===== src/rtl/button_conditioner_pkg.sv =====
// Shared definitions for the push-button front-end.
//   - Channel indices (BTN_L/BTN_R/BTN_C) used by the button bus and by control_unit wiring.
//   - Default parameter values for button_conditioner and btn_debounce_ch.
//   - Debounce decision type used inside each channel.
package button_conditioner_pkg;

  // Bit positions on the button bus; control_unit uses the same indices.
  localparam int BTN_L = 0;
  localparam int BTN_R = 1;
  localparam int BTN_C = 2;

  localparam int NUM_BTN_DEF      = BTN_C + 1;
  localparam int TICK_DIV_DEF     = 100_000;  // 1 kHz sample tick at 100 MHz
  localparam int DB_SAMPLES_DEF   = 8;
  localparam int HOLD_TICKS_DEF   = 500;
  localparam int REPEAT_TICKS_DEF = 100;

  // Outcome of inspecting the sample window on a given clk.
  typedef enum logic [1:0] {
    DB_HOLD    = 2'd0,  // mixed samples: keep the current level
    DB_PRESS   = 2'd1,  // window all ones
    DB_RELEASE = 2'd2   // window all zeros
  } db_decision_e;

endpackage : button_conditioner_pkg


===== src/rtl/btn_debounce_ch.sv =====
// One push-button channel: 2-FF synchroniser, tick-sampled debounce window, debounced level,
// rising-edge pulse and (optionally) hold/auto-repeat pulses.
// Ports:
//   clk      in  system clock
//   reset    in  asynchronous, active-high reset
//   i_tick   in  shared sample-tick strobe (1 clk wide)
//   i_raw    in  raw pad level, asynchronous to clk
//   o_level  out debounced level
//   o_pulse  out 1-clk pulse on press edge or auto-repeat
module btn_debounce_ch
  import button_conditioner_pkg::*;
#(
  parameter int DB_SAMPLES   = DB_SAMPLES_DEF,
  parameter int HOLD_TICKS   = HOLD_TICKS_DEF,
  parameter int REPEAT_TICKS = REPEAT_TICKS_DEF,
  parameter bit REPEAT_EN    = 1'b1
) (
  input  logic clk,
  input  logic reset,
  input  logic i_tick,
  input  logic i_raw,
  output logic o_level,
  output logic o_pulse
);

  localparam logic [DB_SAMPLES-1:0] ALL_ONES  = {DB_SAMPLES{1'b1}};
  localparam logic [DB_SAMPLES-1:0] ALL_ZEROS = {DB_SAMPLES{1'b0}};

  logic                  sync_meta;
  logic                  sync_q;
  logic [DB_SAMPLES-1:0] samples;
  logic                  level_d1;
  logic                  rise;
  logic                  repeat_hit;
  db_decision_e          decision;

  // NOTE: every flop uses non-blocking assignment so all registers update from pre-edge values.
  always_ff @(posedge clk or posedge reset) begin
    if (reset) begin
      sync_meta <= 1'b0;
      sync_q    <= 1'b0;
    end else begin
      sync_meta <= i_raw;
      sync_q    <= sync_meta;
    end
  end

  always_ff @(posedge clk or posedge reset) begin
    if (reset) begin
      samples <= ALL_ZEROS;
    end else if (i_tick) begin
      samples <= {samples[DB_SAMPLES-2:0], sync_q};
    end
  end

  // NOTE: default assigned first so no path through always_comb leaves decision unassigned (no latch).
  always_comb begin
    decision = DB_HOLD;
    if (samples == ALL_ONES) begin
      decision = DB_PRESS;
    end else if (samples == ALL_ZEROS) begin
      decision = DB_RELEASE;
    end
  end

  always_ff @(posedge clk or posedge reset) begin
    if (reset) begin
      o_level  <= 1'b0;
      level_d1 <= 1'b0;
    end else begin
      level_d1 <= o_level;
      unique case (decision)
        DB_PRESS:   o_level <= 1'b1;
        DB_RELEASE: o_level <= 1'b0;
        default:    o_level <= o_level;
      endcase
    end
  end

  assign rise = o_level & ~level_d1;

  generate
    if (REPEAT_EN) begin : g_repeat
      localparam int HW = $clog2(HOLD_TICKS + 1);
      localparam logic [HW-1:0] HOLD_MAX = HW'(HOLD_TICKS);
      localparam logic [HW-1:0] RELOAD   = HW'(HOLD_TICKS - REPEAT_TICKS);

      logic [HW-1:0] hold_cnt;
      logic [HW-1:0] hold_inc;

      assign hold_inc   = hold_cnt + HW'(1);
      // Rise and tick never share a clk (level moves one clk after a tick), but the clear wins anyway.
      assign repeat_hit = o_level & ~rise & i_tick & (hold_inc == HOLD_MAX);

      // Reaching HOLD_TICKS reloads instead of wrapping, so repeats follow every REPEAT_TICKS.
      always_ff @(posedge clk or posedge reset) begin
        if (reset) begin
          hold_cnt <= '0;
        end else if (!o_level || rise) begin
          hold_cnt <= '0;
        end else if (i_tick) begin
          hold_cnt <= (hold_inc == HOLD_MAX) ? RELOAD : hold_inc;
        end
      end
    end else begin : g_no_repeat
      assign repeat_hit = 1'b0;
    end
  endgenerate

  always_ff @(posedge clk or posedge reset) begin
    if (reset) begin
      o_pulse <= 1'b0;
    end else begin
      o_pulse <= rise | repeat_hit;
    end
  end

endmodule : btn_debounce_ch


===== src/rtl/button_conditioner.sv =====
// Push-button front-end between the board pads (L, R, C) and control_unit.
// One free-running sample-tick generator shared by NUM_BTN debounce channels.
// Ports:
//   clk          in  system clock
//   reset        in  asynchronous, active-high reset
//   i_btn_raw    in  [NUM_BTN] raw pad levels, active-high, asynchronous
//   o_btn_level  out [NUM_BTN] debounced levels
//   o_btn_pulse  out [NUM_BTN] 1-clk pulses (press edge or auto-repeat)
//   o_tick       out sample-tick strobe, 1 clk wide every TICK_DIV clks
module button_conditioner
  import button_conditioner_pkg::*;
#(
  parameter int                   NUM_BTN      = NUM_BTN_DEF,
  parameter int                   TICK_DIV     = TICK_DIV_DEF,
  parameter int                   DB_SAMPLES   = DB_SAMPLES_DEF,
  parameter int                   HOLD_TICKS   = HOLD_TICKS_DEF,
  parameter int                   REPEAT_TICKS = REPEAT_TICKS_DEF,
  parameter logic [NUM_BTN-1:0]   REPEAT_MASK  = NUM_BTN'((1 << BTN_L) | (1 << BTN_R))
) (
  input  logic               clk,
  input  logic               reset,
  input  logic [NUM_BTN-1:0] i_btn_raw,
  output logic [NUM_BTN-1:0] o_btn_level,
  output logic [NUM_BTN-1:0] o_btn_pulse,
  output logic               o_tick
);

  localparam int              TW        = (TICK_DIV > 1) ? $clog2(TICK_DIV) : 1;
  localparam logic [TW-1:0]   TICK_LAST = TW'(TICK_DIV - 1);

  logic [TW-1:0] tick_cnt;

  always_ff @(posedge clk or posedge reset) begin
    if (reset) begin
      tick_cnt <= '0;
    end else if (tick_cnt == TICK_LAST) begin
      tick_cnt <= '0;
    end else begin
      tick_cnt <= tick_cnt + TW'(1);
    end
  end

  // Decoded from the counter so the strobe is 0 straight out of reset and exactly TICK_DIV apart.
  assign o_tick = (tick_cnt == TICK_LAST);

  for (genvar g = 0; g < NUM_BTN; g++) begin : g_ch
    btn_debounce_ch #(
      .DB_SAMPLES  (DB_SAMPLES),
      .HOLD_TICKS  (HOLD_TICKS),
      .REPEAT_TICKS(REPEAT_TICKS),
      .REPEAT_EN   (REPEAT_MASK[g])
    ) u_ch (
      .clk    (clk),
      .reset  (reset),
      .i_tick (o_tick),
      .i_raw  (i_btn_raw[g]),
      .o_level(o_btn_level[g]),
      .o_pulse(o_btn_pulse[g])
    );
  end

endmodule : button_conditioner


===== config.mk =====
export PLATFORM = sky130hd
export DESIGN_NAME = button_conditioner
export DESIGN_NICKNAME = d
export VERILOG_FILES = /design/src/rtl/button_conditioner_pkg.sv /design/src/rtl/btn_debounce_ch.sv /design/src/rtl/button_conditioner.sv
export SDC_FILE = /design/constraint.sdc
export NUM_CORES = 1
export LEC_CHECK = 0
export CORE_MARGIN = 4
export CORE_UTILIZATION = 40
export CTS_BUF_LIST = sky130_fd_sc_hd__clkbuf_8
export DETAILED_ROUTE_END_ITERATION = 8
export SYNTH_ARGS = -nofsm -noshare
export SYNTH_HDL_FRONTEND = slang
export SYNTH_SLANG_ARGS = --single-unit

===== constraint.sdc =====
create_clock -name clk -period 4.1 [get_ports clk]
set_clock_uncertainty 0.2 [all_clocks]
set_input_delay 0.82 -clock clk [delete_from_list [all_inputs] [get_ports clk]]
set_output_delay 0.82 -clock clk [all_outputs]
set_load 0.01 [all_outputs]

==> results of run 1 <==
## metal layers
metal / up-vias / track usage (%)
met5: - / 0
met3: 8 / 4.67
li1: 1172 / -
met4: 0 / 4.62
met2: 20 / 22.0
met1: 1154 / 18.3
## power groups by stage
| stage | Sequential (W) | Clock [W] | Combinational, W |
|---|---|---|---|
| after floorplan | 0.000747 | 0 | 0.0000107 |
| after CTS | 0.000733 | 0.000612 | 0.0000213 |
| after detailed placement | 0.000747 | 0 | 0.0000213 |
| final | 0.000733 | 0.000599 | 0.0000199 |
| after global placement | 0.000747 | 0 | 0.0000213 |
| after global routing | 0.000733 | 0.000648 | 0.0000235 |
## flip-flops by register name (all words and copies together), names as in the netlist
| register | count |
|---|---|
| g_ch.u_ch.sync_meta | 3 |
| g_ch.u_ch.sync_q | 3 |
| g_ch.u_ch.o_pulse | 3 |
| g_ch.u_ch.g_repeat.hold_cnt | 18 |
| g_ch.u_ch.samples | 24 |
| g_ch.u_ch.o_level | 3 |
| tick_cnt | 17 |
| g_ch.u_ch.level_d1 | 3 |
## layout make-up
class,instances,area (um2)
Sequential cell,74,1850
Multi-Input combinational cell,235,1330
Timing Repair Buffer,14,145
Fill cell,736,4210
Clock inverter,7,83.8
Clock buffer,9,124
Inverter,4,15.0
Tap cell,102,128
## Yosys cell counts, types with 2 or more instances
master	instances	area share [%]
a21oi_1	15	2.3
and2_1	4	0.76
and4_1	6	1.6
and4bb_2	2	0.76
buf_4	7	1.6
clkbuf_1	7	0.80
dfrtp_1	74	56
ha_1	3	1.1
inv_1	4	0.45
mux2i_1	3	0.91
nand2_1	94	11
nand3_1	15	2.3
nand4_1	10	1.9
nand4_2	2	0.76
nor2_1	10	1.1
nor3_1	5	0.76
nor3b_1	2	0.45
o211ai_1	2	0.45
o21ai_0	12	1.8
o31ai_1	5	1.1
o41ai_1	5	1.3
or3_1	7	1.3
or4_1	8	1.8
xnor2_1	8	2.1
xor2_1	4	1.1
## per-stage QoR
step	area (um2)	hold WS, ns	utilization [%]	setup slack [ns]
after floorplan	3300	0.131	-	1.20
after CTS	3680	0.156	46.7	0.741
after global placement	3470	0.136	44.0	1.17
final	3680	0.155	46.7	0.769
after global routing	3680	0.163	46.7	0.623
after detailed placement	3470	0.135	44.0	1.14
## worst max-delay path by stage
stage | slack, ns | endpoint | cells after the start | startpoint
after floorplan | 1.20 | g_ch[0].u_ch.g_repeat.hold_cnt[0] | 1 | reset
after global routing | 0.62 | o_tick | 4 | tick_cnt[0]
after CTS | 0.74 | o_tick | 4 | tick_cnt[0]
after global placement | 1.17 | o_tick | 4 | tick_cnt[0]
final | 0.77 | o_tick | 4 | tick_cnt[0]
after detailed placement | 1.14 | o_tick | 4 | tick_cnt[0]
## kinds of logic (layout without fill, tap and decap cells)
logic type	count (synthesis)	in the layout	share of synthesized area, %
muxes	3	3	0.910
buffers and inverters	21	34	3.45
adders and majority gates	3	3	1.14
and+or+nand+nor	173	173	26.9
xor gates and xnor gates	12	12	3.19
DFF	74	74	56.1
AOI/OAI and AO/OA	44	44	8.27
==> results by group, run 1 <==
Synthesis
  • Syn. warnings: 0
  • Yosys cell types: 41
  • Sequential-to-total area share from yosys stat: 56.1%
  • Synth Net Count: ~340
  • Synthesized area per cell: 10.0 um2
  • Async S/R FF share, synth: 100%
  • Synthesized area: 3300 um2
  • Cells after Synth: 330
  • #FFs+latches synth: 74
  • EDFF count, synth: 0
  • Predominant post-synthesis flop cell: dfrtp_1

Timing
  • Minimum clock period: 3.33 ns
  • Final Cycle Share: roughly four fifths
  • RSZ-0062 raised after global routing: false
  • Slew margin rel.: 52.4%
  • Final setup vio count: 0
  • FMAX: about 300 MHz
  • Setup tns final: 0 ns
  • Actual transition at the worst max-transition pin: 0.712 ns
  • Final slew viol count: 0
  • Final hold vios: 0

Die
  • I/O pins: 12
  • Die Area: 9770 um2
  • Starting Density: 41.8%
  • Area of the core: 7890 um2
  • # rows: 32
  • Die width: 98.8 um
  • Die Height: slightly below 100 um

Worst setup path
  • Internal reg-to-reg setup slack: between 1 and 1.5 ns
  • CP delay by family, top: simple AND/OR/NAND/NOR gates
  • Kind of critical path: register to output pin
  • Worst R2R Path Depth: 5
  • Most used cell, CP: and4_1
  • Cell breakdown of the critical path: ha_1, and4_1, and4_1, clkdlybuf4s50_1
  • CP required: between 3 and 4 ns
  • Critical Path End Type: output pin
  • Slowest CP cell: clkdlybuf4s50_1
  • Startpoint types: register
  • R2r startpoint: tick_cnt[0]
  • Slowest stage delay, CP: between 0.5 and 0.6 ns
  • Worst-path fanout max: 10
  • Crit path DAT: 2.31 ns
  • Crit path buffers/inverters: 1
  • Reg2reg end: g_ch[1].u_ch.g_repeat.hold_cnt[7]

Layout
  • Commonest non-fill, non-tap cell in the layout: nand2_1
  • Antenna diode count: 0
  • Fin cells: 445
  • Layout cell share with drive strength beyond 1: 7.87%
  • Area grow syn2layout: 11.6%
  • Layout Nets: 346
  • Commonest cells after routing, fill and taps aside: 94 x nand2_1, 74 x dfrtp_1, 15 x nand3_1, 15 x a21oi_1, 12 x o21ai_0

Clocking
  • Root Driver: clkbuf_8
  • Clk_lat worst skew: 0.36 ns
  • Clock transition at path regs: 0.08 ns
  • CTS Buf Count: 9
  • # clock sinks: 74
  • CTS Hold Bufs: 0
  • Clock Path Buffers: 2
  • Post-CTS Setup Inserts: 0
  • H-tree depth: 3
  • CTS resizes: 0
  • CTS tree: built

Global route
  • Vias in the first global route: ~2.3k
  • GRT Total Usage: 14.0%
  • Largest net degree at the start of global routing: 75
  • Total grt overflow: 0
  • First-pass GRT wire length: approximately 11000 um
  • Initial antenna violation count: 0

Flow run
  • Total of max-cap violations: 0

Worst hold path
  • Hold Path Depth: 0
  • Hold Path Class: register to register
  • Hold wc startpoint: g_ch[0].u_ch.sync_meta
  • End of the worst hold path: g_ch[0].u_ch.sync_q

Pwr
  • Sw Ratio: 23.7%
  • Leakage: between 1.5 and 2 nW
  • VDD IR max: 255 uV
  • Internal power: between 0.001 and 0.0015 W
  • Part of the power in registers: 54.2%
  • Psw: 0.000320 W
  • Clock power frac: 44.3%
  • Final Power: about 0.0014 W
  • P per Cell Area: 367 nW/um2
  • Combinational share of power: under 10%

Drt
  • Met3 WL: 175 um
  • DR top layer: met4
  • Post-route DRC violation count: 0
  • Via count: approximately 2.4k
  • First-pass iteration count of the detailed router: 4
  • Antenna-violating nets left: 0
  • Routed WL: 6020 um
  • WL met2: 2790 um
  • Drt initial violations: ~110
  • Vias per cell: 5.29
  • Routed WL per cell: 13.5 um
  • M1 WL: slightly below 3000 um

Placement
  • Port Buf Inserts: 11
  • Final GP Congestion: 0.834
  • Post-Place Cells: 429
  • DPL Wire Length: 3930 um

Status
  • Outcome: finished clean
No activity file was read; power rests on OpenSTA's default activity.
==> run 2: changes to the inputs <==
Clock period 4.1 ns to 3.33 ns, I/O delays scaled along.
==> results by group, run 2 (same netlist as run 1, synthesis figures left out) <==
Placement
  • Post-Place Cells: 431 (+0.47%)
  • DPL Wire Length: 3850 um (-2.2%)
  • Final GP Congestion: 0.790 (-5.4%)
  • Port Buf Inserts: 11 (unchanged)

Worst setup path
  • Worst-path fanout max: 10 (unchanged)
  • Crit path DAT: 2.29 ns (-0.02 ns)
  • Internal reg-to-reg setup slack: 0.89 ns (-0.38 ns)
  • Kind of critical path: register to output pin
  • Critical Path End Type: output pin
  • CP required: 2.46 ns (-0.62 ns)
  • Startpoint types: register

Clocking
  • Root Driver: clkbuf_8
  • Clock transition at path regs: 0.08 ns (about the same)
  • Post-CTS Setup Inserts: 0 (unchanged)
  • CTS tree: built
  • Clock Path Buffers: 2 (unchanged)
  • H-tree depth: 3 (unchanged)
  • CTS Buf Count: 9 (unchanged)
  • Clk_lat worst skew: 0.34 ns (-0.02 ns)
  • CTS Hold Bufs: 0 (unchanged)
  • # clock sinks: 74 (unchanged)
  • CTS resizes: 0 (unchanged)

Drt
  • Routed WL: 5780 um (-3.9%)
  • First-pass iteration count of the detailed router: 4 (unchanged)
  • Drt initial violations: 114 (+1.8%)
  • Via count: 2277 (-3.3%)
  • Routed WL per cell: 12.9 um (-4.3%)
  • Vias per cell: 5.09 (-3.7%)
  • Post-route DRC violation count: 0 (unchanged)
  • Antenna-violating nets left: 0 (unchanged)

Layout
  • Commonest non-fill, non-tap cell in the layout: nand2_1
  • Biggest register: g_ch.u_ch.samples
  • Layout cell share with drive strength beyond 1: 8.12% (+0.24 points)
  • Area grow syn2layout: 11.5% (about the same)
  • FILL cells: 732 (-0.54%)
  • Fin cells: 447 (+0.45%)
  • Layout Nets: 348 (+0.58%)
  • Antenna diode count: 0 (unchanged)
  • Biggest registers after layout: g_ch.u_ch.samples: 24 flops, g_ch.u_ch.g_repeat.hold_cnt: 18 flops, tick_cnt: 17 flops
  • Largest register FFs: 24 (unchanged)
  • Commonest cells after routing, fill and taps aside: 94 x nand2_1, 74 x dfrtp_1, 15 x nand3_1, 15 x a21oi_1, 12 x o21ai_0
  • Core Util, Final: 46.7% (about the same)

Die
  • Starting Density: 41.8% (unchanged)
  • # rows: 32 (unchanged)
  • Die width: 98.8 um (unchanged)
  • Area of the core: 7890 um2 (unchanged)
  • Die Area: 9770 um2 (unchanged)
  • I/O pins: 12 (unchanged)
  • Die Height: 98.8 um (unchanged)

Pwr
  • Leakage: 1.65 nW (about the same)
  • Clock power frac: 43.1% (-1.2 points)
  • Sw Ratio: 21.7% (-2.0 points)
  • VDD IR max: 321 uV (+26%)
  • Part of the power in registers: 55.4% (+1.2 points)
  • Internal power: 0.00127 W (+24%)
  • Psw: 0.000353 W (+10%)
  • Combinational share of power: 1.4% (about the same)
  • P per Cell Area: 442 nW/um2 (+21%)

Timing
  • Final Cycle Share: 94.9%
  • Actual transition at the worst max-transition pin: 0.651 ns (-0.0605 ns)
  • Minimum clock period: 3.16 ns
  • FMAX: 317 MHz
  • Slew margin rel.: 56.6% (+4.1 points)
  • Final hold vios: 0 (unchanged)
  • Hold_ws: 0.151 ns (-0.00323 ns)
  • Final slew viol count: 0 (unchanged)
  • RSZ-0062 raised after global routing: false
  • Setup tns final: 0 ns (unchanged)
  • Final setup vio count: 0 (unchanged)

Global route
  • GRT Total Usage: 12.6% (-1.4 points)
  • Initial antenna violation count: 0 (unchanged)
  • First-pass GRT wire length: 10100 um (-7.8%)
  • Largest net degree at the start of global routing: 40 (-47%)
  • Vias in the first global route: 2115 (-7.7%)
  • Total grt overflow: 0 (unchanged)

Status
  • Outcome: finished clean

Worst hold path
  • Hold Path Class: register to register

Flow run
  • Total of max-cap violations: 0 (unchanged)
## run 2: cell count changes in the layout (fill, tap and decap cells not counted)
| cell | delta |
|---|---|
| clkinv_4 | +1 |
| inv_6 | -3 |
| buf_12 | -1 |
| buf_4 | +3 |
| clkbuf_8 | +1 |
| clkinvlp_4 | +1 |
| inv_8 | -1 |
| inv_1 | +1 |
## run 2: power groups by stage
| stage | clock (W) | sequential [W] | combinational, W |
|---|---|---|---|
| 2_1_floorplan | 0 | 0.000920 | 0.0000131 |
| 3_3_place_gp | 0 | 0.000920 | 0.0000253 |
| 3_5_place_dp | 0 | 0.000920 | 0.0000252 |
| 4_1_cts | 0.000725 | 0.000902 | 0.0000252 |
| 5_1_grt | 0.000765 | 0.000903 | 0.0000279 |
| 6_report | 0.000702 | 0.000902 | 0.0000232 |
## run 2: metrics by stage
step / power (W) / setup slack (ns) / cell area, um2
2_1_floorplan: 0.000933 / 0.582 / 3300
3_3_place_gp: 0.000945 / 0.575 / 3480
3_5_place_dp: 0.000945 / 0.516 / 3480
4_1_cts: 0.00165 / 0.131 / 3680
5_1_grt: 0.00170 / 0.0119 / 3680
6_report: 0.00163 / 0.171 / 3680
## run 2: cell type report
type | instances | area, um2 | area share, %
clock buffers | 10 | 138 | 3.74
clock inverters | 6 | 66.3 | 1.80
inverters | 4 | 15.0 | 0.408
multi-input cells | 235 | 1330 | 36.2
flip-flops and latches | 74 | 1850 | 50.3
well taps | 102 | 128 | 3.47
repair buffers | 16 | 148 | 4.01
## run 2: layer usage
layer | vias to the layer above | GRT usage [%] | wire length, um
met5 | - | 0 | 0
met1 | 1077 | 17.2 | 2950
met2 | 24 | 18.8 | 2590
met3 | 4 | 4.53 | 197
met4 | 0 | 4.10 | 45
li1 | 1172 | - | -
## run 2: worst max-delay path, stage by stage, from the launching register on
cell and delay, ns:
dfrtp_1 0.38, ha_1 0.21, and4_1 0.42, and4_1 0.37, clkdlybuf4s50_1 0.57
## run 2: path summary, 6_finish.rpt
kind / from / end / cells past startpoint
worst max-delay path: tick_cnt[0] / o_tick / 4
worst min register to register: g_ch[2].u_ch.sync_meta / g_ch[2].u_ch.sync_q / 0
worst min-delay path: g_ch[2].u_ch.sync_meta / g_ch[2].u_ch.sync_q / 0
worst max register to register: tick_cnt[0] / g_ch[0].u_ch.samples[2] / 6
max in group asynchronous: reset / g_ch[0].u_ch.g_repeat.hold_cnt[7] / 3
min in group asynchronous: reset / g_ch[1].u_ch.level_d1 / 3
==> run 3: changes to the inputs <==
Settings changed: CTS_CLUSTER_SIZE from default to 24, HOLD_SLACK_MARGIN from default to 0.06.
==> results of run 3 <==
Same layout as run 2: the final DEF is identical, and so are final timing and power.
